**src/rtl/gpu_pixel_writer.sv**
```systemverilog
// -----------------------------------------------------------------------------
// gpu_pixel_writer
//
// Consumer end of the GPU pixel output stream. Accepts one pixel per
// valid/ready handshake, drops off-screen coordinates (counting them),
// converts (x, y) to a linear frame-buffer address, buffers address+data in a
// small FIFO and drains the FIFO through a single-outstanding write
// request/acknowledge interface toward the frame-buffer memory controller.
//
// Ports:
//   clk, rst        clock, asynchronous active-high reset
//   pix_valid_i     pixel present on x_i/y_i/r_i/g_i/b_i
//   pix_ready_o     block accepts a pixel this cycle (FIFO not full)
//   x_i, y_i        pixel column / row
//   r_i, g_i, b_i   colour channels
//   mem_wr_o        write request (held until mem_ack_i)
//   mem_addr_o      linear address y*SCREEN_WIDTH + x
//   mem_data_o      {r, g, b}, r in the MSBs
//   mem_ack_i       memory has taken the current write
//   idle_o          FIFO empty and no write outstanding
//   drop_count_o    saturating count of discarded off-screen pixels
//   dbg_state_o     current write FSM state (0 = IDLE, 1 = WRITE)
//
// Handshakes:
//   Input : a pixel transfers on a rising edge where pix_valid_i and
//           pix_ready_o are both high. pix_ready_o depends only on the
//           registered FIFO count, never on mem_ack_i. Off-screen pixels
//           still transfer (and are then discarded).
//   Output: mem_wr_o high means mem_addr_o/mem_data_o carry a write that
//           stays stable until a rising edge with mem_ack_i high completes
//           it. mem_ack_i is ignored while mem_wr_o is low.
// -----------------------------------------------------------------------------
module gpu_pixel_writer #(
  parameter int WIDTH_BITS    = 10,
  parameter int HEIGHT_BITS   = 9,
  parameter int CHANNEL_BITS  = 8,
  parameter int SCREEN_WIDTH  = 640,
  parameter int SCREEN_HEIGHT = 480,
  parameter int ADDR_BITS     = 19,
  parameter int FIFO_DEPTH    = 4
) (
  input  logic                      clk,
  input  logic                      rst,
  input  logic                      pix_valid_i,
  output logic                      pix_ready_o,
  input  logic [WIDTH_BITS-1:0]     x_i,
  input  logic [HEIGHT_BITS-1:0]    y_i,
  input  logic [CHANNEL_BITS-1:0]   r_i,
  input  logic [CHANNEL_BITS-1:0]   g_i,
  input  logic [CHANNEL_BITS-1:0]   b_i,
  output logic                      mem_wr_o,
  output logic [ADDR_BITS-1:0]      mem_addr_o,
  output logic [3*CHANNEL_BITS-1:0] mem_data_o,
  input  logic                      mem_ack_i,
  output logic                      idle_o,
  output logic [7:0]                drop_count_o,
  output logic                      dbg_state_o
);

  localparam int DATA_BITS = 3 * CHANNEL_BITS;
  localparam int PTR_BITS  = (FIFO_DEPTH > 1) ? $clog2(FIFO_DEPTH) : 1;

  localparam logic [PTR_BITS-1:0] PTR_ONE = PTR_BITS'(1);
  localparam logic [PTR_BITS:0]   CNT_ONE = (PTR_BITS + 1)'(1);
  localparam logic [PTR_BITS:0]   CNT_MAX = (PTR_BITS + 1)'(FIFO_DEPTH);

  typedef enum logic {
    S_IDLE  = 1'b0,
    S_WRITE = 1'b1
  } state_t;

  // ---------------------------------------------------------------------------
  // Registers
  // ---------------------------------------------------------------------------
  state_t                r_state;
  logic                  r_mem_wr;
  logic [ADDR_BITS-1:0]  r_mem_addr;
  logic [DATA_BITS-1:0]  r_mem_data;
  logic [7:0]            r_drop_count;

  logic [ADDR_BITS-1:0]  r_fifo_addr [FIFO_DEPTH];
  logic [DATA_BITS-1:0]  r_fifo_data [FIFO_DEPTH];
  logic [PTR_BITS-1:0]   r_wptr;
  logic [PTR_BITS-1:0]   r_rptr;
  logic [PTR_BITS:0]     r_count;

  // ---------------------------------------------------------------------------
  // Combinational decode
  // ---------------------------------------------------------------------------
  logic                  w_full;
  logic                  w_empty;
  logic                  w_accept;
  logic                  w_onscreen;
  logic                  w_push;
  logic                  w_pop;
  logic [ADDR_BITS-1:0]  w_addr;
  logic [DATA_BITS-1:0]  w_data;

  assign w_full   = (r_count == CNT_MAX);
  assign w_empty  = (r_count == '0);
  assign w_accept = pix_valid_i && !w_full;

  assign w_onscreen = (32'(x_i) < 32'(SCREEN_WIDTH)) &&
                      (32'(y_i) < 32'(SCREEN_HEIGHT));

  assign w_push = w_accept && w_onscreen;

  // Pop whenever the output register is free: either idle, or the current
  // write is being acknowledged this edge (back-to-back, no bubble). Uses the
  // registered count only, so a pixel pushed this edge is never popped with it.
  assign w_pop = !w_empty && ((r_state == S_IDLE) || mem_ack_i);

  // Arithmetic in ADDR_BITS context gives the required truncation directly.
  assign w_addr = ADDR_BITS'(y_i) * ADDR_BITS'(SCREEN_WIDTH) + ADDR_BITS'(x_i);
  assign w_data = {r_i, g_i, b_i};

  // ---------------------------------------------------------------------------
  // FIFO storage (no reset needed: contents are qualified by r_count)
  // ---------------------------------------------------------------------------
  always_ff @(posedge clk) begin
    if (w_push) begin
      r_fifo_addr[r_wptr] <= w_addr;
      r_fifo_data[r_wptr] <= w_data;
    end
  end

  // ---------------------------------------------------------------------------
  // FIFO pointers and occupancy
  // ---------------------------------------------------------------------------
  always_ff @(posedge clk or posedge rst) begin
    if (rst) begin
      r_wptr  <= '0;
      r_rptr  <= '0;
      r_count <= '0;
    end else begin
      if (w_push) begin
        r_wptr <= r_wptr + PTR_ONE;
      end
      if (w_pop) begin
        r_rptr <= r_rptr + PTR_ONE;
      end
      case ({w_push, w_pop})
        2'b10:   r_count <= r_count + CNT_ONE;
        2'b01:   r_count <= r_count - CNT_ONE;
        default: r_count <= r_count;
      endcase
    end
  end

  // ---------------------------------------------------------------------------
  // Off-screen drop counter (saturating)
  // ---------------------------------------------------------------------------
  always_ff @(posedge clk or posedge rst) begin
    if (rst) begin
      r_drop_count <= 8'd0;
    end else if (w_accept && !w_onscreen && (r_drop_count != 8'hFF)) begin
      r_drop_count <= r_drop_count + 8'd1;
    end
  end

  // ---------------------------------------------------------------------------
  // Write FSM with registered memory-side outputs
  // ---------------------------------------------------------------------------
  always_ff @(posedge clk or posedge rst) begin
    if (rst) begin
      r_state    <= S_IDLE;
      r_mem_wr   <= 1'b0;
      r_mem_addr <= '0;
      r_mem_data <= '0;
    end else begin
      case (r_state)
        S_IDLE: begin
          if (!w_empty) begin
            r_mem_addr <= r_fifo_addr[r_rptr];
            r_mem_data <= r_fifo_data[r_rptr];
            r_mem_wr   <= 1'b1;
            r_state    <= S_WRITE;
          end
        end
        S_WRITE: begin
          if (mem_ack_i) begin
            if (!w_empty) begin
              r_mem_addr <= r_fifo_addr[r_rptr];
              r_mem_data <= r_fifo_data[r_rptr];
              r_mem_wr   <= 1'b1;
            end else begin
              r_mem_wr <= 1'b0;
              r_state  <= S_IDLE;
            end
          end
        end
        default: begin
          r_mem_wr <= 1'b0;
          r_state  <= S_IDLE;
        end
      endcase
    end
  end

  // ---------------------------------------------------------------------------
  // Outputs
  // ---------------------------------------------------------------------------
  assign pix_ready_o  = !w_full;
  assign idle_o       = (r_state == S_IDLE) && w_empty;
  assign mem_wr_o     = r_mem_wr;
  assign mem_addr_o   = r_mem_addr;
  assign mem_data_o   = r_mem_data;
  assign drop_count_o = r_drop_count;
  assign dbg_state_o  = r_state;

endmodule

```
**config.mk**
```make
export PLATFORM = sky130hd
export DESIGN_NAME = gpu_pixel_writer
export DESIGN_NICKNAME = d
export VERILOG_FILES = /design/src/rtl/gpu_pixel_writer.sv
export SDC_FILE = /design/constraint.sdc
export NUM_CORES = 1
export LEC_CHECK = 0
export ABC_AREA = 1
export CAP_MARGIN = 20
export CORE_ASPECT_RATIO = 1.25
export CORE_MARGIN = 5
export CORE_UTILIZATION = 55
export CTS_CLUSTER_SIZE = 30
export DETAILED_ROUTE_END_ITERATION = 8
export PLACE_DENSITY_LB_ADDON = 0.12
export REMOVE_ABC_BUFFERS = 1
export SLEW_MARGIN = 0
export SYNTH_ARGS = -nofsm -noshare
export SYNTH_HDL_FRONTEND = slang
export SYNTH_SLANG_ARGS = --single-unit
export TNS_END_PERCENT = 30
```
**constraint.sdc**
```tcl
create_clock -name clk -period 5.8 [get_ports clk]
set_input_delay 0.58 -clock clk [delete_from_list [all_inputs] [get_ports clk]]
set_output_delay 0.58 -clock clk [all_outputs]
set_load 0.005 [all_outputs]
```
==> results of run 1 <==
-- cell families (layout without fill, tap and decap cells) --
| group | count (synthesis) | after routing | synth area share (%) |
|---|---|---|---|
| AO/OA/AOI/OAI | 141 | 141 | 7.84 |
| XOR/XNOR | 16 | 16 | 1.45 |
| adder cells (fa/ha/maj) | 26 | 26 | 3.59 |
| buffers and inverters | 84 | 196 | 3.89 |
| flip-flops | 232 | 232 | 68.8 |
| AND/OR/NAND/NOR | 343 | 343 | 14.4 |
-- cell type report --
| class | instances | share of cell area, % |
|---|---|---|
| clock buffer | 31 | 5.70 |
| clock inverter | 9 | 1.41 |
| inverter | 47 | 1.51 |
| multi-input combinational | 526 | 22.9 |
| sequential | 232 | 57.0 |
| tap | 224 | 2.39 |
| timing repair buffer | 109 | 9.15 |
-- synth_stat cells --
cell	count	area [um^2]
buf_1	3	11.3
a21oi_1	5	25.0
clkbuf_2	3	15.0
nand3b_1	2	15.0
nor2_1	235	882
nand4_1	2	12.5
buf_6	3	33.8
and2_2	1	7.51
nand3_1	16	80.1
a31oi_1	43	269
nand2_2	5	31.3
inv_1	41	154
nand2_1	69	259
nor3_2	2	20.0
fa_1	3	60.1
buf_2	10	50.1
nand3_2	4	40.0
edfxtp_1	172	5160
buf_4	6	45.0
nor3_1	3	15.0
inv_2	6	22.5
xnor2_1	6	52.6
nand3_4	1	17.5
o21ai_0	80	400
ha_1	23	288
o21ai_1	13	65.1
dfrtp_1	60	1500
xor2_1	10	87.6
clkbuf_1	12	45.0
nor2_2	3	18.8
-- power by group through the flow --
stage / combinational [uW] / sequential (uW) / clock (uW)
after floorplan: 916 / 2450 / 0
after detailed placement: 1740 / 2440 / 0
after CTS: 1760 / 2410 / 1620
final: 1720 / 2400 / 1600
after global routing: 1950 / 2440 / 1690
after global placement: 1690 / 2420 / 0
-- worst max-delay path, cell delays in order --
cell	delay (ps)
clkdlybuf4s50_1	450
ha_1	310
ha_1	250
fa_1	440
nand2_1	120
nand3_2	90
nor2_2	190
nand2_1	80
nor2_1	100
nand3_1	80
nand2_1	60
nand2_1	90
-- per-stage QoR --
stage          cell area [um^2]  hold WS (ps)  setup slack, ps
6_report                  11700           490             3190
3_5_place_dp              10900           480             2680
2_1_floorplan              9490           471             2520
4_1_cts                   11700           498             3190
3_3_place_gp              10900           467             2730
5_1_grt                   11700           534             2990
-- cells in the final DEF (no fill, tap or decap) --
master | Yosys | layout
nor2_1 | 235 | 231
edfxtp_1 | 172 | 172
clkdlybuf4s50_1 | 0 | 101
o21ai_0 | 80 | 80
nand2_1 | 69 | 69
dfrtp_1 | 60 | 58
a31oi_1 | 43 | 43
inv_1 | 41 | 40
clkbuf_16 | 0 | 24
ha_1 | 23 | 23
nand3_1 | 16 | 16
o21ai_1 | 13 | 13
xor2_1 | 10 | 10
buf_4 | 6 | 8
inv_2 | 6 | 7
xnor2_1 | 6 | 6
nand2_2 | 5 | 5
a21oi_1 | 5 | 5
nand3_2 | 4 | 4
nor2_4 | 0 | 4
clkbuf_8 | 0 | 4
bufinv_16 | 0 | 4
nor3_1 | 3 | 3
nor2_2 | 3 | 3
fa_1 | 3 | 3
clkbuf_1 | 12 | 3
nor3_2 | 2 | 2
nand3b_1 | 2 | 2
nand4_1 | 2 | 2
clkinvlp_4 | 0 | 2
dfrtp_2 | 0 | 2
and2_2 | 1 | 1
nand3_4 | 1 | 1
inv_6 | 0 | 1
clkinv_2 | 0 | 1
clkinv_8 | 0 | 1
-- sequential cells by signal (all words and copies together), names as in the netlist --
name	flops
r_count	3
mem_wr_o	1
r_wptr	2
mem_addr_o	19
mem_data_o	24
drop_count_o	8
r_fifo_data	96
dbg_state_o	1
r_rptr	2
r_fifo_addr	76
-- metal layers --
metal / vias up / track usage (%) / wire [um]
met5: - / 0 / 13
met4: 2 / 5.50 / 362
met3: 27 / 3.05 / 1000
met2: 147 / 35.8 / 10500
met1: 3053 / 24.7 / 7900
li1: 3076 / - / -
-- path summary, 6_finish.rpt --
check / to / slack (ps) / cells after the start
setup / recovery: r_fifo_addr[0][17]$_DFFE_PP_ / 3190 / 12
hold / removal: mem_wr_o$_DFFE_PP0P_ / 490 / 2
setup reg to reg: mem_addr_o[1]$_DFFE_PP0P_ / 3370 / 4
hold reg to reg: mem_wr_o$_DFFE_PP0P_ / 490 / 2
max in group asynchronous: r_rptr[0]$_DFFE_PP0P_ / 4580 / 3
min in group asynchronous: mem_wr_o$_DFFE_PP0P_ / 640 / 3
==> qor.yml, run 1 <==
grt:
  antenna_found_initial: 1
  grt_max_degree: 89
  grt-ovfl-total: 0
  track_usage_pct: 19.8
  grt_pass1_wl_um: 32300
  grt_pass1_vias: 6507
placed_design:
  dpl.cell_count: 1138
  gp_congestion: 0.844
  dp_hpwl_um: 11800
  portBuffers: 101
floorplan:
  rows: 54
  core_area_um2: 17400
  die_h_um: 158
  ioPinCount: 102
  dieArea_um2: 20400
  die-width_um: 129
  start_util_pct: 55.8
power_and_ir_drop:
  p_leak_uw: 0.00440
  power_frac_comb_pct: 30.1
  pwr-share-seq_pct: 42.0
  p_per_area_nw_per_um2: 489
  clock_power_share_pct: 27.9
  irDropWorstVdd_v: 0.000273
  power.total_uw: 5720
  switching_power_uw: 1820
  p_int_uw: 3910
  p_sw_share_pct: 31.7
run:
  maxCapViolCount: 0
cells_and_area:
  seqCellArea_um2: 6670
  instances_no_fill: 1178
  syn_to_final_growth_pct: 20.8
  diodes: 0
  multi_input_area_um2: 2680
  n_fill_cell: 1258
  drive_gt1_share_pct: 7.76
  nets: 1011
  finish.utilization_pct: 67.4
sta:
  fmax_ghz: 0.383
  finalCriticalPeriod_ps: 2610
  setup_tns_ps: 0
  worst_slew_pin_slew_ps: 1020
  min_period_over_period_pct: 45.0
  rsz0062_at_grt: "no"
  finalClockSkew_ps: 21.4
  hold_viol: 0
  slew_headroom_pct: 32.0
  setup_viol: 0
  slew_viol_final: 0
clock_network:
  clock_latency_ps: 510
  cts.hold.buffers_added: 0
  post_cts_resized: 0
  cts_tree: "built"
  cts_made_buffers: 22
  clock-root-buffer: "clkbuf_16"
  postCtsSetupBuffers: 0
  cts.sinks: 232
  cts.clk_slew.worst_paths_ps: 70
  htree_levels: 1
  clock_path_buffers: 3
synthesis:
  yosys_warnings: 0
  syn-instance-count: 842
  synth_seq_area_share_pct: 68.8
  yosysUniqueCellTypes: 30
  synthesis.area_um2: 9690
  ys_ff_latch: 232
  avgSynthCellArea_um2: 11.5
route:
  drc: 0
  wire_per_inst_um: 16.8
  drtIter0Drc: 491
  vias: 6305
  routed_wl_um: 19800
  via_per_inst: 5.35
  ant_nets: 0
  dr.pass1.iters: 4
run_status:
  status: "finished clean"
worst_setup_path:
  startpoint: "y_i[1]"
  crit_fanout: 4
  cp.arrival_ps: 2840
  crit_type: "input port to flop"
  start_kind: "input port"
  worstPathRequired_ps: 6030
  crit-reg2reg-launch: "r_rptr[1]$_DFFE_PP0P_"
  cp-end-kind: "flop"
hold_path:
  worstHoldStart: "mem_wr_o$_DFFE_PP0P_"
  hold_path.class: "flop to flop"
Note: power is estimated with default switching activity, not from simulation.
==> run 2: changes to the inputs <==
==> constraint.sdc (replaced) <==
create_clock -name clk -period 2.6 [get_ports clk]
set_input_delay 0.26 -clock clk [delete_from_list [all_inputs] [get_ports clk]]
set_output_delay 0.26 -clock clk [all_outputs]
set_load 0.005 [all_outputs]
==> run 2 against run 1 <==
- sequential share of layout area is 0.38 points lower
- critical path depth unchanged
- global-route usage up 0.11 points
- combinational power increased by 140%
- hold slack worse by 340 ps
- largest power group unchanged
==> qor.yml, run 2 (synthesis gave the netlist of run 1 again) <==
sta:
  worst_slew_pin_slew_ps: 964  # was 1020 ps
  finalClockSkew_ps: 8.63  # was 21.4 ps
  setup_tns_ps: 0  # unchanged
  slew_viol_final: 0  # unchanged
  fmax_ghz: 0.456
  min_period_over_period_pct: 84.4
  setup_viol: 0  # unchanged
  finalCriticalPeriod_ps: 2190
  hold_viol: 0  # unchanged
  slew_headroom_pct: 35.7  # was 32.0%
  rsz0062_at_grt: "no"  # unchanged
route:
  routed_wl_um: 20200  # was 19,800 um
  vias: 6497  # was 6,305
  drc: 0  # unchanged
  ant_nets: 0  # unchanged
  wire_per_inst_um: 16.9  # was 16.8 um
  via_per_inst: 5.46  # was 5.35
  dr.pass1.iters: 5  # was 4
  drtIter0Drc: 429  # was 491
grt:
  grt-ovfl-total: 0  # unchanged
  grt_pass1_vias: 6574  # was 6,507
  grt_max_degree: 88  # was 89
  antenna_found_initial: 1  # unchanged
  grt_pass1_wl_um: 32300  # about the same
  track_usage_pct: 19.9  # was 19.8%
worst_setup_path:
  slowest_stage: "clkdlybuf4s50_1"  # unchanged
  cp.arrival_ps: 2420  # was 2840 ps
  cpPeakStageDelay_ps: 430  # was 450 ps
  rrSetupSlack_ps: 560  # was 3370 ps
  r2r_end: "r_count[2]$_DFFE_PP0P_"  # was mem_addr_o[1]$_DFFE_PP0P_
  crit-reg2reg-launch: "r_count[0]$_DFFE_PP0P_"  # was r_rptr[1]$_DFFE_PP0P_
  worstPathRequired_ps: 2830  # was 6030 ps
  crit_type: "input port to flop"  # unchanged
  crit_cells: 12  # unchanged
  crit_family: "adder cells"  # unchanged
  crit_buf_inv: 1  # unchanged
  cp-end-kind: "flop"  # unchanged
  start_kind: "input port"  # unchanged
  crit_fanout: 4  # unchanged
  cpMostUsedCell: "nand2_1"  # unchanged
  crit_chain: "clkdlybuf4s50_1 -> ha_1 -> ha_1 -> fa_1 -> nand2_1 -> nand3_2 -> nor2_2 -> nand2_1 -> nor2_1 -> nand3_1 -> nand2_1 -> nand2_1"  # unchanged
  rr_worst_depth: 10  # was 4
cells_and_area:
  nets: 1026  # was 1,011
  diodes: 0  # unchanged
  syn_to_final_growth_pct: 21.6  # was 20.8%
  n_fill_cell: 1257  # was 1,258
  largest_reg_flops: 96  # unchanged
  drive_gt1_share_pct: 8.69  # was 7.76%
  layout_commonest_cell: "nor2_1"  # unchanged
  final_cell_mix: "nor2_1, edfxtp_1, clkdlybuf4s50_1"  # unchanged
  regMostFlops: "r_fifo_data"  # unchanged
  finish.utilization_pct: 67.9  # was 67.4%
placed_design:
  gp_congestion: 0.785  # was 0.844
  dp_hpwl_um: 12200  # was 11,800 um
  portBuffers: 101  # unchanged
clock_network:
  postCtsSetupBuffers: 0  # unchanged
  cts.sinks: 232  # unchanged
  cts.clk_slew.worst_paths_ps: 60  # was 70 ps
  htree_levels: 1  # unchanged
  clock_path_buffers: 3  # unchanged
  cts_made_buffers: 22  # unchanged
  cts.hold.buffers_added: 0  # unchanged
  cts_tree: "built"  # unchanged
  post_cts_resized: 0  # unchanged
  clock_latency_ps: 490  # was 510 ps
  clock-root-buffer: "clkbuf_16"  # unchanged
floorplan:
  die_h_um: 158  # unchanged
  ioPinCount: 102  # unchanged
  die-width_um: 129  # unchanged
  rows: 54  # unchanged
  core_area_um2: 17400  # unchanged
  start_util_pct: 55.8  # unchanged
  dieArea_um2: 20400  # unchanged
run:
  maxCapViolCount: 0  # unchanged
hold_path:
  hold_path.class: "input port to asynchronous set/reset pin"  # was flop to flop
power_and_ir_drop:
  irDropWorstVdd_v: 0.000485  # was 0.000273 V
  p_per_area_nw_per_um2: 1070  # was 489 nW/um^2
  p_leak_uw: 0.00445  # was 0.00440 uW
run_status:
  status: "finished clean"  # unchanged
==> run 2: power breakdown <==
part	switching [uW]	internal [uW]	leakage (uW)
registers	446	4850	0.00225
logic	2320	1770	0.00185
clock network	1260	1900	0.000353
total	4030	8520	0.00445
==> run 2: worst reg2reg max path, stage by stage (launching register included) <==
cell,delay (ps)
dfrtp_1,420
inv_1,120
nand3_1,110
and2_2,220
nand2_2,80
ha_1,150
inv_1,70
fa_1,380
a21oi_1,140
o21ai_0,110
xnor2_1,140
==> run 2: per-stage QoR <==
stage | area, um^2 | hold slack [ps] | setup WS (ps) | power (uW) | instances
CTS | 11800 | 146 | 414 | 12700 | 1191
global placement | 11100 | 466 | -88.7 | 9320 | 1153
floorplan | 9490 | 359 | -510 | 7510 | 805
global route | 11800 | 178 | 259 | 13300 | 1191
finish | 11800 | 145 | 406 | 12600 | 1191
detailed placement | 11100 | 473 | -104 | 9520 | 1153
==> run 2: layout make-up <==
cell class | instances | area [um^2] | share of cell area [%]
Tap cell | 224 | 280 | 2.38
Timing Repair Buffer | 124 | 1260 | 10.7
Sequential cell | 232 | 6670 | 56.6
Clock inverter | 7 | 86.3 | 0.733
Multi-Input combinational cell | 526 | 2680 | 22.7
Clock buffer | 31 | 636 | 5.39
Inverter | 47 | 176 | 1.50
==> run 2: metal layers <==
layer / wire length [um] / track usage, % / vias up
met5: 13 / 0 / -
met2: 10600 / 36.5 / 183
met1: 8120 / 24.9 / 3178
met3: 1160 / 3.15 / 26
met4: 272 / 4.35 / 2
li1: - / - / 3108
==> run 2: worst max-delay path by stage <==
stage / from / endpoint
after floorplan: r_count[0]$_DFFE_PP0P_ / r_fifo_addr[0][0]$_DFFE_PP_
after global placement: y_i[1] / r_fifo_addr[1][17]$_DFFE_PP_
after detailed placement: y_i[1] / r_fifo_addr[2][17]$_DFFE_PP_
after CTS: y_i[1] / r_fifo_addr[0][17]$_DFFE_PP_
after global routing: y_i[1] / r_fifo_addr[0][15]$_DFFE_PP_
final: y_i[1] / r_fifo_addr[1][17]$_DFFE_PP_
==> run 3: changes to the inputs <==
==> constraint.sdc (replaced) <==
create_clock -name clk -period 2.12 [get_ports clk]
set_input_delay 0.212 -clock clk [delete_from_list [all_inputs] [get_ports clk]]
set_output_delay 0.212 -clock clk [all_outputs]
set_load 0.005 [all_outputs]
==> run 3 against run 2 <==
- sequential cell count did not move
- cell area rose by 2.2%
- die area did not move
- count of clock-buffer cells in the layout rose by 4
- global-route usage rose by 0.27 points
- via count rose by 0.71%
- critical path depth fell by 1
- hold slack improved by 210 ps
- highest routed layer is now met4
- power rose by 23%
==> qor.yml, run 3 (synthesis gave the netlist of run 1 again) <==
hold_path:
  hold_depth: 1
  hold_path.class: "input port to flop"  # was input port to asynchronous set/reset pin
  min_to: "r_fifo_data[3][4]$_DFFE_PP_"
  worstHoldStart: "b_i[4]"
clock_network:
  htree_levels: 1  # unchanged
  postCtsSetupBuffers: 0  # unchanged
  clock-root-buffer: "clkbuf_16"  # unchanged
  cts_tree: "built"  # unchanged
  clock_path_buffers: 3  # unchanged
  cts.clk_slew.worst_paths_ps: 70  # was 60 ps
  clock_latency_ps: 490  # about the same
  cts.sinks: 232  # unchanged
  cts_made_buffers: 23  # was 22
route:
  drtIter0Drc: 442  # was 429
  dr.pass1.iters: 5  # unchanged
  vias: 6543  # was 6,497
  ant_nets: 0  # unchanged
  wire_per_inst_um: 16.9  # about the same
  via_per_inst: 5.39  # was 5.46
  drc: 0  # unchanged
  routed_wl_um: 20500  # was 20,200 um
worst_setup_path:
  worstPathRequired_ps: 2360  # was 2830 ps
  start_kind: "input port"  # unchanged
  cpMostUsedCell: "nand2_1"  # unchanged
  crit_fanout: 4  # unchanged
  cp-end-kind: "flop"  # unchanged
  r2r_end: "r_count[2]$_DFFE_PP0P_"  # unchanged
  rr_worst_depth: 10  # unchanged
  rrSetupSlack_ps: 160  # was 560 ps
  crit_type: "input port to flop"  # unchanged
  cp.arrival_ps: 2290  # was 2420 ps
  cpPeakStageDelay_ps: 600  # was 430 ps
  crit-reg2reg-launch: "r_count[1]$_DFFE_PP0P_"  # was r_count[0]$_DFFE_PP0P_
  crit_chain: "clkdlybuf4s50_1 -> ha_1 -> ha_4 -> fa_2 -> nand3_4 -> nor2_4 -> nand2_1 -> nor2_1 -> nand3_1 -> nand2_1 -> nand2_2"  # was clkdlybuf4s50_1 -> ha_1 -> ha_1 -> fa_1 -> nand2_1 -> nand3_2 -> nor2_2 -> nand2_1 -> nor2_1 -> nand3_1 -> nand2_1 -> nand2_1
  slowest_stage: "fa_2"  # was clkdlybuf4s50_1
power_and_ir_drop:
  switching_power_uw: 5000  # was 4030 uW
  p_int_uw: 10500  # was 8520 uW
  p_sw_share_pct: 32.2  # was 32.1%
  power.total_uw: 15500  # was 12,600 uW
  pwr-share-seq_pct: 41.6  # was 42.2%
  power_frac_comb_pct: 34.1  # was 32.6%
  clock_power_share_pct: 24.3  # was 25.2%
  p_per_area_nw_per_um2: 1290  # was 1070 nW/um^2
  p_leak_uw: 0.00458  # was 0.00445 uW
  irDropWorstVdd_v: 0.000722  # was 0.000485 V
grt:
  track_usage_pct: 20.2  # was 19.9%
  grt-ovfl-total: 0  # unchanged
  antenna_found_initial: 0  # was 1
  grt_max_degree: 88  # unchanged
  grt_pass1_vias: 6838  # was 6,574
  grt_pass1_wl_um: 32900  # was 32,300 um
sta:
  min_period_over_period_pct: 96.8
  slew_viol_final: 0  # unchanged
  fmax_ghz: 0.487
  slew_headroom_pct: 59.9  # was 35.7%
  finalClockSkew_ps: 10.3  # was 8.63 ps
  setup_tns_ps: 0  # unchanged
  hold_viol: 0  # unchanged
  worst_slew_pin_slew_ps: 601  # was 964 ps
  layout_setup_ws_ps: 67.0  # was 406 ps
  setup_viol: 0  # unchanged
  finalCriticalPeriod_ps: 2050
cells_and_area:
  n_fill_cell: 1214  # was 1,257
  regMostFlops: "r_fifo_data"  # unchanged
  final_cell_mix: "nor2_1, edfxtp_1, clkdlybuf4s50_1"  # unchanged
  largest_reg_flops: 96  # unchanged
  diodes: 0  # unchanged
  syn_to_final_growth_pct: 24.3  # was 21.6%
  multi_input_area_um2: 2730  # was 2680 um^2
  seqCellArea_um2: 6670  # unchanged
  nets: 1047  # was 1,026
  layout_commonest_cell: "nor2_1"  # unchanged
  drive_gt1_share_pct: 11.0  # was 8.69%
floorplan:
  start_util_pct: 55.8  # unchanged
  ioPinCount: 102  # unchanged
  core_area_um2: 17400  # unchanged
  dieArea_um2: 20400  # unchanged
  die_h_um: 158  # unchanged
  die-width_um: 129  # unchanged
  rows: 54  # unchanged
run_status:
  status: "finished clean"  # unchanged
placed_design:
  portBuffers: 101  # unchanged
  gp_congestion: 0.795  # was 0.785
  dp_hpwl_um: 12400  # was 12,200 um
  dp_slack_ps: -571  # was -104 ps
run:
  maxCapViolCount: 0  # unchanged
run 3: cell count changes in the layout (fill, tap and decap cells not counted), sizes merged:
cell	delta
clkinvlp	-1
bufinv	-1
dlygate4sd3	+1
clkbuf	+4
clkdlybuf4s50	-2
buf	+19
dlymetal6s2s	+2
run 3: worst max path at each step:
stage                     cells after the start                           end  slack (ps)                    from
after floorplan                               5   r_fifo_addr[0][0]$_DFFE_PP_        -990  r_count[0]$_DFFE_PP0P_
after global placement                       12  r_fifo_addr[1][17]$_DFFE_PP_        -520                  y_i[1]
after detailed placement                     12  r_fifo_addr[1][17]$_DFFE_PP_        -570                  y_i[1]
after CTS                                    11  r_fifo_addr[2][17]$_DFFE_PP_          10                  y_i[1]
after global routing                         11  r_fifo_addr[1][16]$_DFFE_PP_         -10                  y_i[0]
final                                        11  r_fifo_addr[1][17]$_DFFE_PP_          70                  y_i[0]
run 3: final cells by class:
type                    instances  area share, %
multi-input cells             526           22.7
repair buffers                144           12.4
clock buffers                  35           5.40
well taps                     224           2.33
flip-flops and latches        232           55.4
clock inverters                 5          0.405
inverters                      47           1.46
run 3: power by group through the flow:
stage / clock, uW / sequential, uW / combinational, uW
global placement: 0 / 6480 / 5110
detailed placement: 0 / 6520 / 5300
global route: 4060 / 6520 / 5910
CTS: 3830 / 6440 / 5340
floorplan: 0 / 6710 / 2510
finish: 3760 / 6440 / 5290
run 3: metal layers:
| layer | vias to the layer above | GRT usage (%) | wire [um] |
|---|---|---|---|
| li1 | 3153 | - | - |
| met1 | 3212 | 24.9 | 8400 |
| met3 | 24 | 2.68 | 921 |
| met5 | - | 0 | 0 |
| met2 | 154 | 37.3 | 10900 |
| met4 | 0 | 5.30 | 294 |
run 3: timing repair:
item / in CTS / in global routing
setup endpoints to repair: 12 / 21
pin swaps: 0 / 5
gates resized for setup: 3 / 10
endpoints found under the hold margin: 11 / 0
hold buffers: 1 / 0
run 3: metrics by stage:
| step | cell area (um^2) | util [%] | std cells | hold slack (ps) |
|---|---|---|---|---|
| after floorplan | 9490 | - | 805 | 311 |
| after global placement | 11300 | 65.0 | 1172 | 471 |
| after detailed placement | 11300 | 65.0 | 1172 | 499 |
| after CTS | 12000 | 69.1 | 1213 | 349 |
| after global routing | 12000 | 69.4 | 1213 | 362 |
| final | 12000 | 69.4 | 1213 | 358 |
run 3: worst max-delay path: cells and delay by family:
family | cells | cell delay, ps
and+or+nand+nor | 7 | 620
buffers and inverters | 1 | 440
adders and majority gates | 3 | 1030
